[src/rtl/nw_pkg.sv]
// nw_pkg: shared definitions for the Needleman-Wunsch fill sequencer.
//   - default score width, gap penalty, match/mismatch scores
//   - traceback arrow encodings (one-hot: lx / up / diag)
//   - fill sequencer state enum
//   - 2-bit nucleotide codes
package nw_pkg;

    localparam int SW_DEF   = 9;
    localparam int GAP_DEF  = -2;
    localparam int MATCH    = 1;
    localparam int MISMATCH = -1;

    localparam logic [2:0] ARROW_LX   = 3'b100;
    localparam logic [2:0] ARROW_UP   = 3'b010;
    localparam logic [2:0] ARROW_DIAG = 3'b001;

    localparam logic [1:0] NT_A = 2'd0;
    localparam logic [1:0] NT_C = 2'd1;
    localparam logic [1:0] NT_G = 2'd2;
    localparam logic [1:0] NT_T = 2'd3;

    typedef enum logic [2:0] {
        IDLE    = 3'd0,
        INIT    = 3'd1,
        ISSUE   = 3'd2,
        CAPTURE = 3'd3,
        DONE    = 3'd4
    } nw_state_e;

endpackage

[src/rtl/nw_row_buf.sv]
// nw_row_buf: one row of the score matrix, N+1 entries of SW bits.
// Ports:
//   clk              clock
//   we/waddr/wdata   single synchronous write port
//   raddr_a/rdata_a  combinational read port (entry j, the "up" score)
//   raddr_b/rdata_b  combinational read port (entry j-1, the "left" score)
// Contents are not reset; the fill sequencer initialises every entry
// before any of them is read.
module nw_row_buf #(
    parameter  int N  = 8,
    parameter  int SW = 9,
    localparam int AW = $clog2(N + 1)
) (
    input  logic                 clk,
    input  logic                 we,
    input  logic [AW-1:0]        waddr,
    input  logic signed [SW-1:0] wdata,
    input  logic [AW-1:0]        raddr_a,
    output logic signed [SW-1:0] rdata_a,
    input  logic [AW-1:0]        raddr_b,
    output logic signed [SW-1:0] rdata_b
);

    logic signed [SW-1:0] mem [0:N];

    always_ff @(posedge clk) begin
        if (we) begin
            mem[waddr] <= wdata;
        end
    end

    assign rdata_a = mem[raddr_a];
    assign rdata_b = mem[raddr_b];

endmodule

[src/rtl/nw_fill_ctrl.sv]
// nw_fill_ctrl: sequencer for the Needleman-Wunsch score-matrix fill.
// Walks cells (i,j), i,j = 1..N, row-major. For each cell it presents
// diag/up/lx and the match flag to an external max-cell unit (ISSUE),
// then captures the cell score and arrow (CAPTURE), writing the arrow to
// the traceback memory. One row of scores lives in nw_row_buf.
//
// Ports:
//   clk, rst            clock, synchronous active-high reset
//   start               one-cycle pulse, accepted only in IDLE
//   a_idx, b_idx        character indices (i-1, j-1)
//   a_char, b_char      characters returned combinationally
//   value               1 when a_char == b_char (to max cell)
//   diag, up, lx        signed operands to the max cell
//   max_in, symbol_in   score and arrow from the max cell
//   tb_we/addr/data     traceback write port, addr = (i-1)*N + (j-1)
//   busy                first INIT cycle through last CAPTURE
//   done                one-cycle pulse after the last cell
//   final_score         score(N,N), held until the next accepted start
//   state               current sequencer state (debug)
//
// Optional build macro NW_SCORE_OUT_EN adds score_we / score_data, which
// mirror each traceback write with the cell score itself.
module nw_fill_ctrl
    import nw_pkg::*;
#(
    parameter  int N   = 8,
    parameter  int GAP = GAP_DEF,
    parameter  int SW  = SW_DEF,
    localparam int IW  = $clog2(N),
    localparam int JW  = $clog2(N + 1),
    localparam int AW  = $clog2(N * N)
) (
    input  logic                 clk,
    input  logic                 rst,
    input  logic                 start,
    output logic [IW-1:0]        a_idx,
    output logic [IW-1:0]        b_idx,
    input  logic [1:0]           a_char,
    input  logic [1:0]           b_char,
    output logic                 value,
    output logic signed [SW-1:0] diag,
    output logic signed [SW-1:0] up,
    output logic signed [SW-1:0] lx,
    input  logic signed [SW-1:0] max_in,
    input  logic [2:0]           symbol_in,
    output logic                 tb_we,
    output logic [AW-1:0]        tb_addr,
    output logic [2:0]           tb_data,
    output logic                 busy,
    output logic                 done,
    output logic signed [SW-1:0] final_score,
    output nw_state_e            state
`ifdef NW_SCORE_OUT_EN
    ,
    output logic                 score_we,
    output logic signed [SW-1:0] score_data
`endif
);

    localparam logic signed [SW-1:0] GAP_S = SW'(GAP);

    logic [IW-1:0]        i_m1;     // row index i-1
    logic [IW-1:0]        j_m1;     // column index j-1
    logic [JW-1:0]        k;        // INIT entry counter, 0..N
    logic signed [SW-1:0] border;   // INIT: k*GAP; fill: score(i,0) = i*GAP
    logic signed [SW-1:0] diag_r;
    logic signed [SW-1:0] lx_r;

    logic [JW-1:0]        j_idx;
    logic                 last_col;
    logic                 last_row;
    logic                 active;

    logic                 wr_en;
    logic [JW-1:0]        wr_addr;
    logic signed [SW-1:0] wr_data;
    logic signed [SW-1:0] rd_up;
    logic signed [SW-1:0] rd_left;

    assign j_idx    = JW'(j_m1) + JW'(1);
    assign last_col = (j_m1 == IW'(N - 1));
    assign last_row = (i_m1 == IW'(N - 1));
    assign active   = (state == ISSUE) || (state == CAPTURE);

    // Row buffer write port. Besides INIT and the per-cell score write,
    // entry 0 takes score(i-1,0) during the first ISSUE of each row; that
    // keeps the border write off the CAPTURE cycle, which already owns the
    // port for entry N. Entry 0 is never needed as an operand because the
    // j=1 diag and lx come from diag_r / lx_r.
    always_comb begin
        wr_en   = 1'b0;
        wr_addr = '0;
        wr_data = '0;
        case (state)
            INIT: begin
                wr_en   = 1'b1;
                wr_addr = k;
                wr_data = border;
            end
            ISSUE: begin
                if (j_m1 == '0) begin
                    wr_en   = 1'b1;
                    wr_addr = '0;
                    wr_data = diag_r;
                end
            end
            CAPTURE: begin
                wr_en   = 1'b1;
                wr_addr = j_idx;
                wr_data = max_in;
            end
            default: ;
        endcase
    end

    nw_row_buf #(
        .N  (N),
        .SW (SW)
    ) u_row_buf (
        .clk     (clk),
        .we      (wr_en),
        .waddr   (wr_addr),
        .wdata   (wr_data),
        .raddr_a (j_idx),
        .rdata_a (rd_up),
        .raddr_b (j_idx - JW'(1)),
        .rdata_b (rd_left)
    );

    // Operands are only driven while a cell is in flight.
    // For j>1 the left neighbour is already in the buffer at j-1
    // (written by the previous CAPTURE); at j=1 it is the row border in lx_r.
    assign a_idx   = i_m1;
    assign b_idx   = j_m1;
    assign value   = active && (a_char == b_char);
    assign diag    = active ? diag_r : '0;
    assign up      = active ? rd_up  : '0;
    assign lx      = !active ? '0 : ((j_m1 == '0) ? lx_r : rd_left);
    assign tb_addr = tb_we ? (AW'(i_m1) * AW'(N) + AW'(j_m1)) : '0;
    assign tb_data = tb_we ? symbol_in : '0;

`ifdef NW_SCORE_OUT_EN
    assign score_we   = tb_we;
    assign score_data = tb_we ? max_in : '0;
`endif

    always_ff @(posedge clk) begin
        if (rst) begin
            state       <= IDLE;
            i_m1        <= '0;
            j_m1        <= '0;
            k           <= '0;
            border      <= '0;
            diag_r      <= '0;
            lx_r        <= '0;
            final_score <= '0;
            tb_we       <= 1'b0;
            busy        <= 1'b0;
            done        <= 1'b0;
        end else begin
            done <= 1'b0;
            case (state)
                IDLE: begin
                    if (start) begin
                        state       <= INIT;
                        final_score <= '0;
                        i_m1        <= '0;
                        j_m1        <= '0;
                        k           <= '0;
                        border      <= '0;
                        busy        <= 1'b1;
                    end
                end
                INIT: begin
                    k      <= k + JW'(1);
                    border <= border + GAP_S;
                    if (k == JW'(N)) begin
                        state  <= ISSUE;
                        j_m1   <= '0;
                        diag_r <= '0;
                        lx_r   <= GAP_S;
                        border <= GAP_S;    // score(1,0)
                    end
                end
                ISSUE: begin
                    state <= CAPTURE;
                    tb_we <= 1'b1;
                end
                CAPTURE: begin
                    tb_we  <= 1'b0;
                    diag_r <= rd_up;        // old up becomes next diag
                    lx_r   <= max_in;
                    if (!last_col) begin
                        j_m1  <= j_m1 + IW'(1);
                        state <= ISSUE;
                    end else if (!last_row) begin
                        i_m1   <= i_m1 + IW'(1);
                        j_m1   <= '0;
                        diag_r <= border;           // score(i,0), old i
                        lx_r   <= border + GAP_S;   // score(i+1,0)
                        border <= border + GAP_S;
                        state  <= ISSUE;
                    end else begin
                        final_score <= max_in;
                        busy        <= 1'b0;
                        done        <= 1'b1;
                        state       <= DONE;
                    end
                end
                DONE: begin
                    state <= IDLE;
                end
                default: begin
                    state <= IDLE;
                end
            endcase
        end
    end

endmodule

[config.mk]
export PLATFORM = sky130hd
export DESIGN_NAME = nw_fill_ctrl
export DESIGN_NICKNAME = d
export VERILOG_FILES = /design/src/rtl/nw_pkg.sv /design/src/rtl/nw_row_buf.sv /design/src/rtl/nw_fill_ctrl.sv
export SDC_FILE = /design/constraint.sdc
export NUM_CORES = 1
export LEC_CHECK = 0
export ABC_AREA = 1
export CAP_MARGIN = 20
export CORE_MARGIN = 1
export CORE_UTILIZATION = 57
export CTS_CLUSTER_DIAMETER = 200
export DETAILED_ROUTE_END_ITERATION = 7
export GPL_ROUTABILITY_DRIVEN = 1
export MAX_ROUTING_LAYER = met4
export PLACE_DENSITY = 0.8
export SKIP_LAST_GASP = 1
export SLEW_MARGIN = 25
export SYNTH_ARGS = -nofsm -noshare
export SYNTH_HDL_FRONTEND = slang
export SYNTH_HIERARCHICAL = 1
export SYNTH_SLANG_ARGS = --single-unit
export TNS_END_PERCENT = 5
[constraint.sdc]
create_clock -name clk -period 3.8 [get_ports clk]
set_input_delay 0.95 -clock clk [delete_from_list [all_inputs] [get_ports clk]]
set_output_delay 0.95 -clock clk [all_outputs]
set_load 0.03 [all_outputs]
==> impl_metrics.tcl <==
set metrics [dict create \
    synth_mux_area_share_pct 0 \
    final_cells 1254 \
    drtPass1Iterations 5 \
    antenna_cells 0 \
    startpoint_type "flip-flop" \
    worstPathMaxFanout 9 \
    clockBufferDepth 2 \
    syn_to_final_growth_pct 20.0 \
    holdBufCountCts 0 \
    synth_top_family_by_area "simple AND/OR/NAND/NOR gates" \
    design_area_um2 8800 \
    synth_cell_types 33 \
    std_cell_rows 41 \
    final_cell_mix "nand2_1, nand3_1, inv_1, nor2_1, edfxtp_1" \
    numCtsBuffers 17 \
    synth-compound-area-share_pct 7.61 \
    max_slew_margin_pct 32.6 \
    grt_pass1_vias 6526 \
    place.gp.congestion 0.973 \
    io_pins 77 \
    grt_max_degree 41 \
    antenna_found_initial 0 \
    synthSimpleGateAreaFrac_pct 31.4 \
    setup_ws_ns -0.313 \
    drv_slew 0 \
    max_freq_ghz 0.243 \
    portBuffers 76 \
    synth_edf_count 81 \
    h-tree-depth 4 \
    finalHoldViolCount 0 \
    ir_drop_mv 0.270 \
    timing_worst_slew_pin_value_ns 1.00 \
    grt_overflow 0 \
    cp-end-kind "primary output" \
    cp.required_ns 2.85 \
    holdWs_ns 0.465 \
    drive_gt1_share_pct 6.19 \
    arrival_ns 3.16 \
    num-nets-final 1097 \
    post-route-drc-count 0 \
    yosysSeqAreaShare_pct 47.1 \
    synth_flop_cell "edfxtp_1" \
    vias_per_cell 5.61 \
    report.final.setup_viol 15 \
    chipHeight_um 115 \
    core_um2 12600 \
    mostFrequentLayoutCell "nand2_1" \
    netlist_area_um2 7330 \
    vias 7030 \
    violations "setup timing" \
    ys_async_sr_fraction_pct 0 \
    avgSynthCellArea_um2 7.40 \
    ys_ff_latch 132 \
    p_total_w 0.00385 \
    hp-class "reg -> reg" \
    synthAdderAreaFrac_pct 1.37 \
    yosysWarnings 6 \
    hpwlAfterDp_mm 13.7 \
    cellLeakagePower_nw 4.00 \
    dp_cells 1223 \
    wire_per_inst_um 15.7 \
    fin_skew_ns 0.00761 \
    status "finished with violations" \
    place_area_um2 8230 \
    drt_iter0_markers 738 \
    fin_crit_ns 4.11 \
    start_util_pct 58.3 \
    grt_pass1_wl_mm 31.2 \
    crit_type "reg -> out" \
    syn_nets 1018 \
    post-route-period-util_pct 108 \
    path_clk_slew_ns 0.06 \
    clk_latency_ns 0.42 \
    cts_tree "yes" \
    postCtsSetupRepairBufs 0 \
    utilization_pct 70.0 \
    grt_usage_pct 31.9 \
    rsz0062_at_grt "yes" \
    wl_mm 19.7 \
    synth_xor_area_share_pct 0.717 \
    cts.sinks 132 \
    fp.dieArea_um2 13300 \
    cellPowerDensity_nw_per_um2 438 \
    drv_cap 0 \
    synthCells 991 \
    die_w_um 115 \
    ant_nets 0 \
    cts-root-buf "clkbuf_16" \
]
[layout make-up]
cell class                      count  area (um^2)
Timing Repair Buffer              103          976
Inverter                          150          579
Clock inverter                      3         15.0
Sequential cell                   132         3450
Multi-Input combinational cell    666         3010
Fill cell                        1016         3770
Tap cell                          172          215
Clock buffer                       28          549
[where the power goes]
group | switching [W] | total [W] | internal, W | leakage, nW
Sequential | 0.0000411 | 0.00164 | 0.00159 | 1.15
Combinational | 0.000448 | 0.000664 | 0.000216 | 2.56
Clock | 0.000580 | 0.00156 | 0.000975 | 0.281
Total | 0.00107 | 0.00385 | 0.00279 | 4.00
[path summary, 6_finish.rpt]
kind / depth (start not counted) / start / slack, ns / end
max: 10 / b_idx[1] / -0.31 / up[1]
min: 2 / diag_r[8] / 0.46 / diag_r[8]
max reg2reg: 6 / state[2] / 0.76 / u_row_buf/mem[6][7]
min reg2reg: 2 / diag_r[8] / 0.46 / diag_r[8]
[cell usage after synthesis (9+ instances only)]
cell type | number | share of area [%]
dfxtp_1 | 51 | 14
nand2_1 | 278 | 14
edfxtp_1 | 81 | 33
clkbuf_1 | 12 | 0.61
buf_4 | 9 | 0.92
buf_2 | 9 | 0.61
nor2_1 | 109 | 5.6
inv_1 | 138 | 7.1
a21oi_1 | 34 | 2.3
buf_6 | 11 | 1.7
o21ai_0 | 44 | 3.0
nand3_1 | 149 | 10
[stage by stage]
stage | TNS, ns | setup WS, ns
finish | -2.63 | -0.313
global route | -4.47 | -0.401
CTS | -2.74 | -0.278
detailed placement | 0 | 0.131
global placement | 0 | 0.179
floorplan | 0 | 0.389
[metal layers]
metal / GRT usage, % / vias to the layer above / wire (um)
met2: 50.7 / 414 / 9250
met1: 39.9 / 3205 / 8200
met5: - / - / 0
li1: - / 3352 / -
met4: 13.7 / 0 / 545
met3: 5.90 / 59 / 1730
[critical path, stage by stage (launching register included)]
cell             delay [ns]
dfxtp_1                0.36
ha_1                   0.23
ha_1                   0.37
buf_4                  0.20
clkinv_1               0.29
nand3_1                0.18
nand3_1                0.10
nand2_1                0.14
inv_1                  0.05
nor2_1                 0.11
clkdlybuf4s50_1        0.69
[what timing repair did]
item                       in CTS  in global routing
resized for setup               7                  3
setup endpoints to repair      18                 18
pin swaps                       0                  0
[cell families (layout without fill, tap and decap cells)]
group,count (synthesis),count (layout)
buf+inv,193,284
fa+ha+maj,8,8
xor+xnor,6,6
simple gates,551,551
compound gates,101,101
flops,132,132
[registers in the layout, summed over array words and instances (netlist names)]
signal and count:
u_row_buf/mem 81, diag_r 9, final_score 9, lx_r 9, border 8, k 4, a_idx 3, b_idx 3
state 3, busy 1, done 1, tb_we 1
(Power assumes the default switching activity.)
